$ cat config.mk
export PLATFORM = sky130hd
export DESIGN_NAME = voice_scheduler
export DESIGN_NICKNAME = d
export VERILOG_FILES = /design/src/rtl/voice_scheduler.sv
export SDC_FILE = /design/constraint.sdc
export NUM_CORES = 1
export LEC_CHECK = 0
export ABC_AREA = 1
export ABC_CLOCK_PERIOD_IN_PS = 3600
export BUFFER_PORTS_ARGS = -buffer_cell sky130_fd_sc_hd__buf_2
export CAP_MARGIN = 20
export CORE_ASPECT_RATIO = 1.75
export CORE_UTILIZATION = 60
export CTS_CLUSTER_DIAMETER = 80
export DETAILED_ROUTE_END_ITERATION = 10
export GPL_TIMING_DRIVEN = 0
export HOLD_SLACK_MARGIN = 0.05
export MAX_ROUTING_LAYER = met4
export PLACE_DENSITY_LB_ADDON = 0.2
export RECOVER_POWER = 25
export SETUP_SLACK_MARGIN = 0.05
export SYNTH_ARGS = -nofsm -noshare
export SYNTH_HDL_FRONTEND = slang
export SYNTH_SLANG_ARGS = --single-unit
$ cat constraint.sdc
create_clock -name clk -period 3.6 [get_ports clk]
set_clock_uncertainty 0.1 [all_clocks]
set_input_delay 0.54 -clock clk [delete_from_list [all_inputs] [get_ports clk]]
set_output_delay 0.54 -clock clk [all_outputs]
set_load 0.01 [all_outputs]
$ cat src/rtl/voice_scheduler.sv
// Round-robin scheduler granting one of N voices at a time to a shared
// note-to-sample engine, with a job watchdog and a missed-frame flag.
module voice_scheduler #(
  parameter int N       = 8,
  parameter int TIMEOUT = 255
) (
  input  logic                 clk,
  input  logic                 reset_n,
  input  logic [N-1:0]         req,
  input  logic                 done,
  input  logic                 frame_tick,
  output logic                 start,
  output logic [$clog2(N)-1:0] voice_idx,
  output logic [N-1:0]         grant,
  output logic [N-1:0]         pending,
  output logic                 timeout_err,
  output logic                 overrun,
  output logic [1:0]           state_dbg
);
  localparam int LW = $clog2(N);
  localparam int WW = $clog2(TIMEOUT + 1);

  // Handshake: start is a one-cycle launch pulse; the engine answers with a
  // one-cycle done pulse, which is only honoured while a job is in WAIT.
  typedef enum logic [1:0] {IDLE = 2'd0, ISSUE = 2'd1, WAIT = 2'd2} state_t;

  state_t          state_q, state_d;
  logic [LW-1:0]   ptr_q, ptr_d;
  logic [N-1:0]    pending_q, pending_d;
  logic [N-1:0]    grant_q, grant_d;
  logic [LW-1:0]   vidx_q, vidx_d;
  logic            start_q, start_d;
  logic            terr_q, terr_d;
  logic            ovr_q, ovr_d;
  logic [WW-1:0]   wdog_q, wdog_d;
  logic [N-1:0]    clr;
  logic            sel_found;
  logic [LW-1:0]   sel_idx;
  logic [LW-1:0]   cand;

  // First pending voice at or above ptr, wrapping naturally in LW bits.
  always_comb begin
    sel_found = 1'b0;
    sel_idx   = '0;
    cand      = '0;
    for (int k = 0; k < N; k++) begin
      cand = ptr_q + LW'(k);
      if (!sel_found && pending_q[cand]) begin
        sel_found = 1'b1;
        sel_idx   = cand;
      end
    end
  end

  always_comb begin
    state_d = state_q;
    ptr_d   = ptr_q;
    grant_d = grant_q;
    vidx_d  = vidx_q;
    start_d = 1'b0;
    wdog_d  = wdog_q;
    clr     = '0;
    terr_d  = terr_q;
    ovr_d   = ovr_q | (frame_tick & (|pending_q));
    case (state_q)
      IDLE: begin
        if (sel_found) begin
          grant_d = {{(N-1){1'b0}}, 1'b1} << sel_idx;
          vidx_d  = sel_idx;
          state_d = ISSUE;
        end
      end
      ISSUE: begin
        start_d = 1'b1;
        wdog_d  = '0;
        state_d = WAIT;
      end
      WAIT: begin
        wdog_d = wdog_q + WW'(1);
        // A done arriving on the expiry cycle still counts as a clean finish.
        if (done || (wdog_q == WW'(TIMEOUT - 1))) begin
          if (!done) terr_d = 1'b1;
          clr[vidx_q] = 1'b1;
          ptr_d       = vidx_q + LW'(1);
          grant_d     = '0;
          state_d     = IDLE;
        end
      end
      default: state_d = IDLE;
    endcase
    pending_d = (pending_q & ~clr) | req;
  end

  always_ff @(posedge clk or negedge reset_n) begin
    if (!reset_n) begin
      state_q   <= IDLE;
      ptr_q     <= '0;
      pending_q <= '0;
      grant_q   <= '0;
      vidx_q    <= '0;
      start_q   <= 1'b0;
      terr_q    <= 1'b0;
      ovr_q     <= 1'b0;
      wdog_q    <= '0;
    end else begin
      state_q   <= state_d;
      ptr_q     <= ptr_d;
      pending_q <= pending_d;
      grant_q   <= grant_d;
      vidx_q    <= vidx_d;
      start_q   <= start_d;
      terr_q    <= terr_d;
      ovr_q     <= ovr_d;
      wdog_q    <= wdog_d;
    end
  end

  assign start       = start_q;
  assign voice_idx   = vidx_q;
  assign grant       = grant_q;
  assign pending     = pending_q;
  assign timeout_err = terr_q;
  assign overrun     = ovr_q;
  assign state_dbg   = state_q;
endmodule

==> qor.yml <==
clock_network:
  cts_made_buffers: 5
  cts_max_level: 2
  path_clk_slew_ps: 60
  total_setup_buffers_inserted_after_cts: 0
  ctsHoldBuffers: 0
  cts_tree: "yes"
  clock_tree.buffer_depth: 2
  ctsResizeCount: 0
  numClockSinks: 35
  worst_skew_pair.late_latency_ps: 290
  ctsRootBufferMaster: "sky130_fd_sc_hd__clkbuf_8"
synth:
  synth_largest_area_cell: "sky130_fd_sc_hd__dfrtp_1"
  synth.lib_cells_used.distinct: 34
  synth_async_sr_flop_share_pct: 100
  ys_seq_area_share_pct: 35.4
  synthesized_area_fraction_occupied_by_ao_oa_aoi_and_oai_cells_pct: 10.4
  combinational_family_with_the_most_area_after_synthesis: "simple AND/OR/NAND/NOR gates"
  synth.top_cell.area_share_pct: 35.4
  synth_enable_flop_cells: 0
  area_share_of_and_or_nand_nor_cells_after_synthesis_pct: 38.5
  netlist_area_um2: 2470
  synth_fp_nets: 353
  synthTopCellsByArea: "sky130_fd_sc_hd__dfrtp_1 35%, sky130_fd_sc_hd__nand2_1 14%, sky130_fd_sc_hd__nand3_1 8.1%"
  yosys_register_bits: 35
  avgSynthCellArea_um2: 7.42
  yosys.area_share.adder_pct: 4.05
  ys.flop_type: "sky130_fd_sc_hd__dfrtp_1"
  post_synth_xor_area_fraction_pct: 2.84
  multiplexer_share_of_the_synthesized_area_pct: 0
  synthesis.yosys.warnings: 0
  syn-instance-count: 333
grt:
  grt_pass1_wl_um: 9940
  grt_remaining_overflow: 0
  grt_use_total_pct: 31.7
  grt_antenna_before_repair: 0
  grt_max_degree: 36
  number_of_global_route_vias_before_repair: 2282
worst_setup_path:
  crit_required_ps: 3670
  timing.critical_path.to_type: "flip-flop"
  setup_cp_type: "flip-flop to flip-flop"
  worstPathArrival_ps: 3020
  critical_path.max_fanout: 10
  r2r_slack_ps: 650
  worstSetupStartpointType: "flip-flop"
placement:
  buffer_ports.inserted: 35
  final_weighted_congestion_in_routability_driven_placement: 0.913
  post-place-cells: 416
  detailedPlacementHpwl_um: 4600
  placement.cell_area_um2: 2710
power:
  switching_power_mw: 1.57
  vdd_ir_drop_max_v: 0.000657
  internal_power_mw: 1.25
  power.share.sequential_pct: 19.7
  cellPowerDensity_nw_per_um2: 1010
  p_leak_nw: 1.54
  share_comb_of_total_power_pct: 70.4
  p_sw_share_pct: 55.5
  p_clk_share_pct: 9.9
  power_mw: 2.82
routing:
  drcViolationCount: 0
  antenna_violating_nets_post_route: 0
  postRouteWirelength_um: 5980
  num_vias: 2349
  routedWlPerCell_um: 14.1
  drtPass1Iterations: 4
  route.detailed.vias_per_inst: 5.55
  initialDrtViolationCount: 48
sta:
  timing.final.max_slew_violations: 36
  final.period_utilization_pct: 82.0
  report.final.setup_viol: 0
  finalSetupTns_ps: 0
  slew_headroom_pct: -21.7
  final_count_of_hold_timing_violations: 0
  tightest_slew_ps: 1830
  final.hold.worst_slack_ps: 349
  unrepaired_setup_endpoints_after_global_routing: "no"
  post-route-min-period_ps: 2950
  fmax_ghz: 0.339
status:
  violations: "max-capacitance violations, max-slew violations"
  status: "finished, violations left"
layout:
  drive_gt1_share_pct: 20.5
  fin_nets: 395
  num_antenna_cells: 0
  layout.cells.most_common_list: "92 x sky130_fd_sc_hd__nand2_1, 40 x sky130_fd_sc_hd__nand3_1, 35 x sky130_fd_sc_hd__dfrtp_1"
  final_cells: 423
  layout.cells.most_common: "sky130_fd_sc_hd__nand2_1"
  layout-area-overhead-vs-synth_pct: 13.0
  final_area_um2: 2790
floorplan:
  die_area_um2: 4390
  core_region_area_um2: 3900
  fp.dieW_um: 50.5
  floorplan.initialDensity_pct: 63.3
  floorplan.rows: 30
  die_h_um: 86.9
  boundaryPins: 36
run:
  maxCapViolCount: 1
hold_path:
  worstHoldPathType: "input port to flip-flop"
-- cell usage after synthesis (all sizes together), types with 2 or more instances --
cell type	n
nand2	100
nand3	46
inv	40
nor2	37
dfrtp	35
o21ai	15
o21bai	11
nand4	9
ha	8
a21oi	5
buf	5
nor3	5
a31oi	3
xor2	3
a21o	2
clkinv	2
xnor2	2
-- cells by family after synthesis --
group	count (synthesis)
AND/OR/NAND/NOR	199
adder cells (fa/ha/maj)	8
buffers and inverters	47
AO/OA/AOI/OAI	39
XOR/XNOR	5
flip-flops	35
-- state kept, by name (all words and copies together) (netlist names), 2 cells and up --
name	flops
wdog_q	8
grant	8
voice_idx	3
state_dbg	2
ptr_q	3
pending	8
-- critical path: stages (launching register included) --
cell	delay, ps
sky130_fd_sc_hd__dfrtp_1	360
sky130_fd_sc_hd__buf_6	140
sky130_fd_sc_hd__inv_4	60
sky130_fd_sc_hd__buf_6	140
sky130_fd_sc_hd__ha_1	480
sky130_fd_sc_hd__inv_2	180
sky130_fd_sc_hd__nand3_1	110
sky130_fd_sc_hd__nand2_1	80
sky130_fd_sc_hd__nand2_1	110
sky130_fd_sc_hd__nand2_4	90
sky130_fd_sc_hd__nor2_8	130
sky130_fd_sc_hd__nand3_1	80
sky130_fd_sc_hd__nand2_1	100
sky130_fd_sc_hd__nand3_1	80
sky130_fd_sc_hd__nor2_1	130
sky130_fd_sc_hd__nand3_2	130
sky130_fd_sc_hd__nand2_2	110
sky130_fd_sc_hd__clkinv_1	80
sky130_fd_sc_hd__nand2_1	70
sky130_fd_sc_hd__nand2_1	50
-- final timing paths --
| check | depth (start not counted) | end | startpoint |
|---|---|---|---|
| setup / recovery | 19 | grant[4] | ptr_q[0] |
| hold / removal | 2 | pending[5] | req[5] |
| setup reg to reg | 19 | grant[4] | ptr_q[0] |
| hold reg to reg | 1 | overrun | overrun |
| max in group asynchronous | 1 | state_dbg[1] | reset_n |
| min in group asynchronous | 1 | wdog_q[4] | reset_n |
-- power by group through the flow --
stage	combinational [mW]	sequential, mW	clock (mW)
final	1.99	0.556	0.280
after CTS	1.97	0.556	0.284
after global placement	1.92	0.558	0
after global routing	2.19	0.566	0.300
after floorplan	1.49	0.577	0
after detailed placement	1.96	0.563	0
-- stage by stage --
stage	utilization [%]	worst slack, ps
after floorplan	-	1160
after global routing	71.5	431
after detailed placement	69.3	674
final	71.5	649
after global placement	69.3	744
after CTS	71.6	648
-- area by class of cell --
class	instances	area, um2
plain buffers	5	56.3
clock buffers	6	82.6
clock inverters	1	5.00
fillers	361	1110
inverters	42	160
multi-input cells	251	1380
flip-flops and latches	35	876
well taps	48	60.1
repair buffers	35	174
-- routing by layer --
layer	vias to the layer above	routed length, um	GRT usage, %
met1	1109	2240	31.7
met3	17	148	4.19
met4	0	257	20.5
li1	1166	-	-
met5	-	0	-
met2	57	3340	56.2
Note: power is estimated with default switching activity, not from simulation.
